<file path="src/rtl/booth_mult_ctrl_pkg.sv">
// Shared types for the radix-2 Booth multiplier: controller state encoding and
// the add/sub/nop decision taken from the {Q[0], q-1} bit pair.
package booth_mult_ctrl_pkg;

    typedef enum logic [1:0] {
        ST_IDLE = 2'd0,
        ST_RUN  = 2'd1,
        ST_DONE = 2'd2
    } state_t;

    typedef enum logic [1:0] {
        OP_NOP = 2'd0,
        OP_ADD = 2'd1,
        OP_SUB = 2'd2
    } booth_op_t;

    // 10 starts a run of ones (subtract M), 01 ends one (add M).
    function automatic booth_op_t booth_decode(input logic q0, input logic q_m1);
        case ({q0, q_m1})
            2'b10:   return OP_SUB;
            2'b01:   return OP_ADD;
            default: return OP_NOP;
        endcase
    endfunction

endpackage

</file>
<file path="src/rtl/booth_mult_ctrl_step.sv">
// One combinational radix-2 Booth step: conditional add/sub of M into A, then an
// arithmetic right shift of the concatenation {A, Q, q-1}.
module booth_mult_ctrl_step
    import booth_mult_ctrl_pkg::*;
#(
    parameter int WIDTH = 32
) (
    input  logic [WIDTH:0]   a,
    input  logic [WIDTH-1:0] q,
    input  logic             q_m1,
    input  logic [WIDTH:0]   m,
    output logic [WIDTH:0]   a_next,
    output logic [WIDTH-1:0] q_next,
    output logic             q_m1_next
);

    logic [WIDTH:0] sum;

    always_comb begin
        // NOTE: every output of this block gets a value on every path, so no latch is inferred.
        sum = a;
        case (booth_decode(q[0], q_m1))
            OP_ADD:  sum = a + m;
            OP_SUB:  sum = a - m;
            default: sum = a;
        endcase
        a_next    = {sum[WIDTH], sum[WIDTH:1]};
        q_next    = {sum[0], q[WIDTH-1:1]};
        q_m1_next = q[0];
    end

endmodule

</file>
<file path="src/rtl/booth_mult_ctrl.sv">
// Sequential radix-2 Booth multiplier controller: start/done handshake, WIDTH
// Booth steps per operation, signed 2*WIDTH-bit product held until the next completion.
module booth_mult_ctrl
    import booth_mult_ctrl_pkg::*;
#(
    parameter int WIDTH = 32
) (
    input  logic               i_clk,
    input  logic               i_rst,
    input  logic               i_start,
    input  logic [WIDTH-1:0]   i_multiplicand,
    input  logic [WIDTH-1:0]   i_multiplier,
    output logic               o_busy,
    output logic               o_done,
    output logic [2*WIDTH-1:0] o_product
);

    localparam int CW = $clog2(WIDTH) + 1;
    localparam logic [CW-1:0] LAST_COUNT = CW'(WIDTH - 1);

    state_t state, state_next;

    // A carries one guard bit so that subtracting M = -2^(WIDTH-1) cannot overflow.
    logic [WIDTH:0]   acc, acc_next, m_ext;
    logic [WIDTH-1:0] q_reg, q_next;
    logic             q_m1, q_m1_next;
    logic [CW-1:0]    count;
    logic             accept;
    logic             last_step;

    assign accept    = i_start && (state == ST_IDLE || state == ST_DONE);
    assign last_step = (state == ST_RUN) && (count == LAST_COUNT);

    booth_mult_ctrl_step #(.WIDTH(WIDTH)) u_step (
        .a         (acc),
        .q         (q_reg),
        .q_m1      (q_m1),
        .m         (m_ext),
        .a_next    (acc_next),
        .q_next    (q_next),
        .q_m1_next (q_m1_next)
    );

    always_ff @(posedge i_clk) begin
        // NOTE: sequential state uses non-blocking assignments so every register samples pre-edge values.
        if (i_rst) begin
            state <= ST_IDLE;
        end else begin
            state <= state_next;
        end
    end

    always_comb begin
        state_next = state;
        case (state)
            ST_IDLE: state_next = i_start ? ST_RUN : ST_IDLE;
            ST_RUN:  state_next = last_step ? ST_DONE : ST_RUN;
            ST_DONE: state_next = i_start ? ST_RUN : ST_IDLE;
            default: state_next = ST_IDLE;
        endcase
    end

    always_comb begin
        o_busy = (state == ST_RUN);
        o_done = (state == ST_DONE);
    end

    always_ff @(posedge i_clk) begin
        if (i_rst) begin
            acc       <= '0;
            q_reg     <= '0;
            q_m1      <= 1'b0;
            m_ext     <= '0;
            count     <= '0;
            o_product <= '0;
        end else if (accept) begin
            acc   <= '0;
            q_reg <= i_multiplier;
            q_m1  <= 1'b0;
            m_ext <= {i_multiplicand[WIDTH-1], i_multiplicand};
            count <= '0;
        end else if (state == ST_RUN) begin
            acc   <= acc_next;
            q_reg <= q_next;
            q_m1  <= q_m1_next;
            count <= count + CW'(1);
            // The guard bit of A is pure sign and drops out of the product.
            if (last_step) begin
                o_product <= {acc_next[WIDTH-1:0], q_next};
            end
        end
    end

endmodule

</file>
<file path="config.mk">
export PLATFORM = sky130hd
export DESIGN_NAME = booth_mult_ctrl
export DESIGN_NICKNAME = d
export VERILOG_FILES = /design/src/rtl/booth_mult_ctrl_pkg.sv /design/src/rtl/booth_mult_ctrl_step.sv /design/src/rtl/booth_mult_ctrl.sv
export SDC_FILE = /design/constraint.sdc
export NUM_CORES = 1
export LEC_CHECK = 0
export ABC_AREA = 1
export CAP_MARGIN = 20
export CORE_MARGIN = 2
export CORE_UTILIZATION = 50
export DETAILED_ROUTE_END_ITERATION = 10
export PLACE_DENSITY = 0.74
export SLEW_MARGIN = 40
export SYNTH_ARGS = -nofsm -noshare
export SYNTH_HDL_FRONTEND = slang
export SYNTH_SLANG_ARGS = --single-unit
</file>
<file path="constraint.sdc">
create_clock -name i_clk -period 3.6 [get_ports i_clk]
set_input_delay 1.08 -clock i_clk [delete_from_list [all_inputs] [get_ports i_clk]]
set_output_delay 1.08 -clock i_clk [all_outputs]
set_load 0.02 [all_outputs]
</file>
### Word level (Yosys, flattened, before mapping)

Cells that the tools add are included.

* register bits after elaboration: 169
* input port bits: 67
* output and inout bits: 66
* logic and storage cells: 33

* $add $sub $neg: 3
* eq/ne operators: 7
* muxes and demuxes: 7
* bitwise gates (word level): 1
* reduce and logical (&&, ||, !) cells: 8

Operators by type and width (number)
* 33-bit case mux with 2 select lines: 1
* 32-bit 2-to-1 mux: 2
* 32-bit by 32-bit adder with 33-bit output: 1
* 32-bit by 32-bit subtractor with 33-bit output: 1
* 2-bit case mux with 2 select lines: 2
* 6-bit by 1-bit adder with 6-bit output (second input constant): 1
* 2-bit by 1-bit == test with 1-bit output (second input constant): 3
* 2-bit == test (second input constant): 3
* 6-bit by 5-bit == test with 1-bit output (second input constant): 1
* 2-bit OR reduction: 2
* 3-bit AND reduction: 1
* 1-bit logical AND: 2
* 2-bit zero test: 1
* 2-bit 2-to-1 mux: 1
* 2-bit nonzero test: 1
* 1-bit logical OR: 1
* 1-bit 2-to-1 mux: 1
* 1-bit NOT: 1

### Logic depth before layout (Yosys ltp)

Gate-level depths: netlist of the first run.

* word-level depth: 6
* mapped depth: 26
* mapped depth without buffers: 26

### Hierarchy

From an unflattened synthesis of the first run, not the netlist that was laid out.

* cells, all modules: 1671
* area total of the unflattened synthesis: 10551.4 sq um

By module, submodules not included
* booth_mult_ctrl: times used 1, cells each 858, area each 6611.3 sq um, seq. area each 3403.3 sq um
* booth_mult_ctrl_step: times used 1, cells each 813, area each 3940.0 sq um, seq. area each 0.0 sq um

### Worst setup path after synthesis of the first run

OpenSTA, ideal clock, no wires.

* path type: register to register
* from: register q_m1
* to: register, netlist name acc[31]
* setup time: 0.109 ns
* data arrival time: 2.636 ns
* required time: 3.491 ns
* path slack: 0.855 ns
* stages on the path, launching flop included: 20
* buffers on the path: 1
* period minus slack after synthesis: 2.745 ns
* cell sequence: dfxtp_1 > inv_1 > ha_1 > inv_2 > clkbuf_1 > o21ai_0 > xor2_1 > ha_1 > nand2_1 > inv_1 > a21oi_1 > nand2_1 > a21oi_1 > nand2_1 > inv_1 > nand3_1 > nand3_1 > nand3_1 > nand2_1 > inv_1

* cells in the longest elaborated chain, start to end: 4
* elaborated cells between the ends (all ways): 6
* classes of those cells: 4 x eq/ne; 2 x mux

Ends and longest elaborated chain
* start, declared: RTL line booth_mult_ctrl.sv:26 `logic q_m1, q_m1_next;`
* start signal, assigned: RTL line booth_mult_ctrl.sv:85 `q_m1 <= q_m1_next;`
* 2-bit by 1-bit == test with 1-bit output or 2-bit == test (tied branches): RTL line booth_mult_ctrl_pkg.sv:19 `case ({q0, q_m1})`
* 2-bit case mux with 2 select lines *: RTL line booth_mult_ctrl_pkg.sv:19
* 2-bit == test or 2-bit by 1-bit == test with 1-bit output (tied branches): RTL line booth_mult_ctrl_step.sv:22 `case (booth_decode(q[0], q_m1))`
* 33-bit case mux with 2 select lines *: RTL line booth_mult_ctrl_step.sv:22

Every way passes the cells marked *; elsewhere a longest branch is shown, timed or not.
A chain may end at the register's enable or synchronous reset.

### Worst setup path after layout of the first run

* from: register q_m1
* to: register acc[27]

* cells in the longest elaborated chain, start to end: 4
* elaborated cells between the ends (all ways): 6
* classes of those cells: 4 x eq/ne; 2 x mux

Ends and longest elaborated chain
* 2-bit by 1-bit == test with 1-bit output or 2-bit == test (tied branches): RTL line booth_mult_ctrl_pkg.sv:19
* 2-bit case mux with 2 select lines *: RTL line booth_mult_ctrl_pkg.sv:19
* 2-bit == test or 2-bit by 1-bit == test with 1-bit output (tied branches): RTL line booth_mult_ctrl_step.sv:22
* 33-bit case mux with 2 select lines *: RTL line booth_mult_ctrl_step.sv:22
* end signal, assigned: RTL line booth_mult_ctrl.sv:83 `acc <= acc_next;`
* end, declared: RTL line booth_mult_ctrl.sv:24 `logic [WIDTH:0] acc, acc_next, m_ext;`

Marked as above.

==> results.json, run 1 <==
{
  "status": "completed",
  "cts-buffers-inserted": 17,
  "die_h_um": 142.9,
  "syn_area_um2": 9644,
  "min_path_type": "reg2reg",
  "dp.cells": 1802,
  "setup_slack_ps": 360.5,
  "whs_path_depth": 2,
  "wire_per_inst_um": 15.36,
  "fmax_ghz": 0.3087,
  "first_iter_violations": 633,
  "drc": 0,
  "setup_tns_ps": 0,
  "clockBufferDepth": 2,
  "cts_num_sinks": 169,
  "hold_slack_ps": 461.0,
  "gp_congestion": 0.9560,
  "dieArea_um2": 20420,
  "grt_overflow_total": 0,
  "p_int_mw": 3.313,
  "start_util": 0.5122,
  "finalPower_mw": 5.015,
  "crit_chain": "inv_1 -> ha_1 -> inv_2 -> nand2_1 -> o21ai_0 -> xor2_1 -> inv_1 -> ha_1 -> nand2_1 -> inv_1 -> a21oi_1 -> nand2_1 -> a21oi_1 -> inv_1 -> nand2_1 -> nand3_1 -> nand3_1 -> nand3_1 -> nand2_1 -> inv_1",
  "worstPathMaxFanout": 19,
  "ys_ff_latch": 169,
  "finalCriticalPeriod_ps": 3240,
  "diodes": 0,
  "grt_pass1_wl_um": 45460,
  "clkPwrFrac": 0.374,
  "worstMarginPinSlew_ps": 807.8,
  "p_switching_mw": 1.702,
  "cp_top_family": "simple AND/OR/NAND/NOR gates",
  "grt_pass1_vias": 9072,
  "syn_to_final_growth_pct": 21.91,
  "worstSetupPathType": "reg2reg",
  "io_pins": 133,
  "syn_inst": 1456,
  "cts_tree": "done",
  "via_per_inst": 5.208,
  "seq_area_frac_synth": 0.3508,
  "setup_viol": 0,
  "worstPathRequired_ps": 3940,
  "critPathArrivalTime_ps": 3580,
  "post-route-cell-area_um2": 11760,
  "clk_latency_ps": 440,
  "core_um2": 18830,
  "clock_skew_ps": 15.30,
  "p_seq_frac": 0.403,
  "period_share": 0.8999,
  "ir_worst_vdd_v": 0.0003102,
  "slew_viol_final": 0,
  "top_register": "o_product",
  "largest_reg_flops": 64,
  "grt_use_total": 0.2810,
  "dr_total_vias": 9551,
  "place.port_buffers": 132,
  "synth_warnings": 0,
  "dpl_cell_area_um2": 11150,
  "slew_headroom": 0.4607,
  "cp.depth": 20,
  "drv_cap": 0,
  "cpMaxStageDelayCell": "ha_1",
  "postRouteAntennaNets": 0,
  "avgSynthCellArea_um2": 6.624,
  "critical_path_buf_inv_count": 6,
  "cts_setup_buffers": 0,
  "r2r_cells": 20,
  "drtPass1Iterations": 5,
  "syn_nets": 1559,
  "fin_nets": 1664,
  "fp-row-count": 50,
  "cp-start-kind": "flip-flop",
  "synth.distinct_cells": 48,
  "power_density_nw_per_um2": 426.5,
  "cpPeakStageDelay_ps": 330,
  "p_sw_frac": 0.3394,
  "antenna_found_initial": 0,
  "hold_violations": 0,
  "p_comb_frac": 0.223,
  "grt_max_degree": 55,
  "utilization": 0.6244,
  "htree_num_levels": 4,
  "layoutNonFillerInstCount": 1834,
  "drive_above_1_share": 0.05337,
  "dp_slack_ps": 413.4,
  "postRouteWirelength_um": 28170,
  "clkTransAtPathRegs_ps": 80,
  "cts_root_buf": "clkbuf_16",
  "rsz0062_at_grt": "false",
  "fp.dieW_um": 142.9,
  "cp-end-kind": "flip-flop",
  "p_leak_nw": 5.410,
  "dp_hpwl_um": 20550
}
## final timing paths
| kind | to | from | slack (ps) |
|---|---|---|---|
| worst max-delay path | acc[27]$_SDFFE_PP0P_ | q_m1$_SDFFE_PP0P_ | 360 |
| worst max register to register | acc[27]$_SDFFE_PP0P_ | q_m1$_SDFFE_PP0P_ | 360 |
| worst min register to register | q_m1$_SDFFE_PP0P_ | q_m1$_SDFFE_PP0P_ | 460 |
| worst min-delay path | q_m1$_SDFFE_PP0P_ | q_m1$_SDFFE_PP0P_ | 460 |
## worst register-to-register path, delay by kind of cell, from the launching register on
family / cells / cell delay, ps
DFF: 1 / 310
and+or+nand+nor: 8 / 970
xor gates and xnor gates: 1 / 160
AOI/OAI and AO/OA: 3 / 540
buffers and inverters: 6 / 630
adders and majority gates: 2 / 540
## cell usage after synthesis, drive strengths merged
cell    count  area, um2
xor2       24      210.2
nand4       5      37.53
a21oi      76      387.9
fa          1      20.02
inv       223      837.1
a21o        1      7.510
nor4        2      12.51
o211a       1      10.01
a21boi      1      7.510
o22ai       2      12.51
and3        1      6.260
nor2      218      855.8
nand3     108      550.5
nand2     281       1067
dfxtp     169       3383
o211ai      4      30.03
o31ai       3      22.52
a31oi       7      43.79
a211oi      1      7.510
nor3       13      70.07
ha         35      437.9
a221oi     31      271.5
xnor2      11      96.34
clkbuf     41      153.9
nand3b      8      60.06
o21a       15      112.6
o21bai     15      116.4
o21ai     130      661.9
buf        21      108.9
and2        3      18.77
clkinv      2      7.510
or2         3      18.77
## per-layer routing
metal | GRT usage | share of wire
met3 | 0.07579 | 0.074
met2 | 0.4600 | 0.46
met4 | 0.07452 | 0.017
met1 | 0.3671 | 0.45
met5 | 0 | 0
## logic make-up after synthesis
family | count (synthesis) | synth area share
AOI/OAI and AO/OA | 287 | 0.1754
xor gates and xnor gates | 35 | 0.03178
DFF | 169 | 0.3508
adders and majority gates | 36 | 0.04748
buffers and inverters | 287 | 0.1148
and+or+nand+nor | 642 | 0.2797
## cell usage in the layout, fill, tap and decap left out, drive strengths merged, types with 8 or more instances in the layout
cell             n
ha              35
nor2           218
buf             16
clkinv           8
clkbuf          18
xor2            24
nand3b           8
o21ai          130
o21bai          15
dfxtp          169
a221oi          31
nor3            13
a21oi           76
nand2          281
xnor2           11
inv            231
nand3          108
o21a            15
clkdlybuf4s50  132
## power groups by stage
stage               combinational [mW]  clock, mW  sequential, mW
finish                            1.12       1.88            2.02
global route                      1.25       1.97            2.03
CTS                               1.11       1.90            2.02
detailed placement                1.10          0            2.06
global placement                  1.08          0            2.06
floorplan                        0.790          0            2.04
## final cells by class
cell class,instances,area (um2)
fill,1809,7073
multi-input combinational,1000,5156
sequential,169,3383
timing repair buffer,148,1441
inverter,225,844.6
clock buffer,18,439.2
tap,260,325.3
clock inverter,14,167.7
## repair_timing
action	4_1_cts	5_1_grt
endpoints found under the setup margin	0	3
endpoints found under the hold margin	0	0
hold buffers	0	0
gates resized for setup	0	1
(Power assumes the default switching activity.)
==> run 2: changes to the inputs <==
Settings changed: TNS_END_PERCENT set to 1.
==> results of run 2 <==
Final layout, timing and power as in run 1 (identical DEF).
==> run 3: changes to the inputs <==
Settings changed: HOLD_SLACK_MARGIN set to 0.08.
==> results of run 3 <==
Final layout, timing and power as in run 1 (identical DEF).
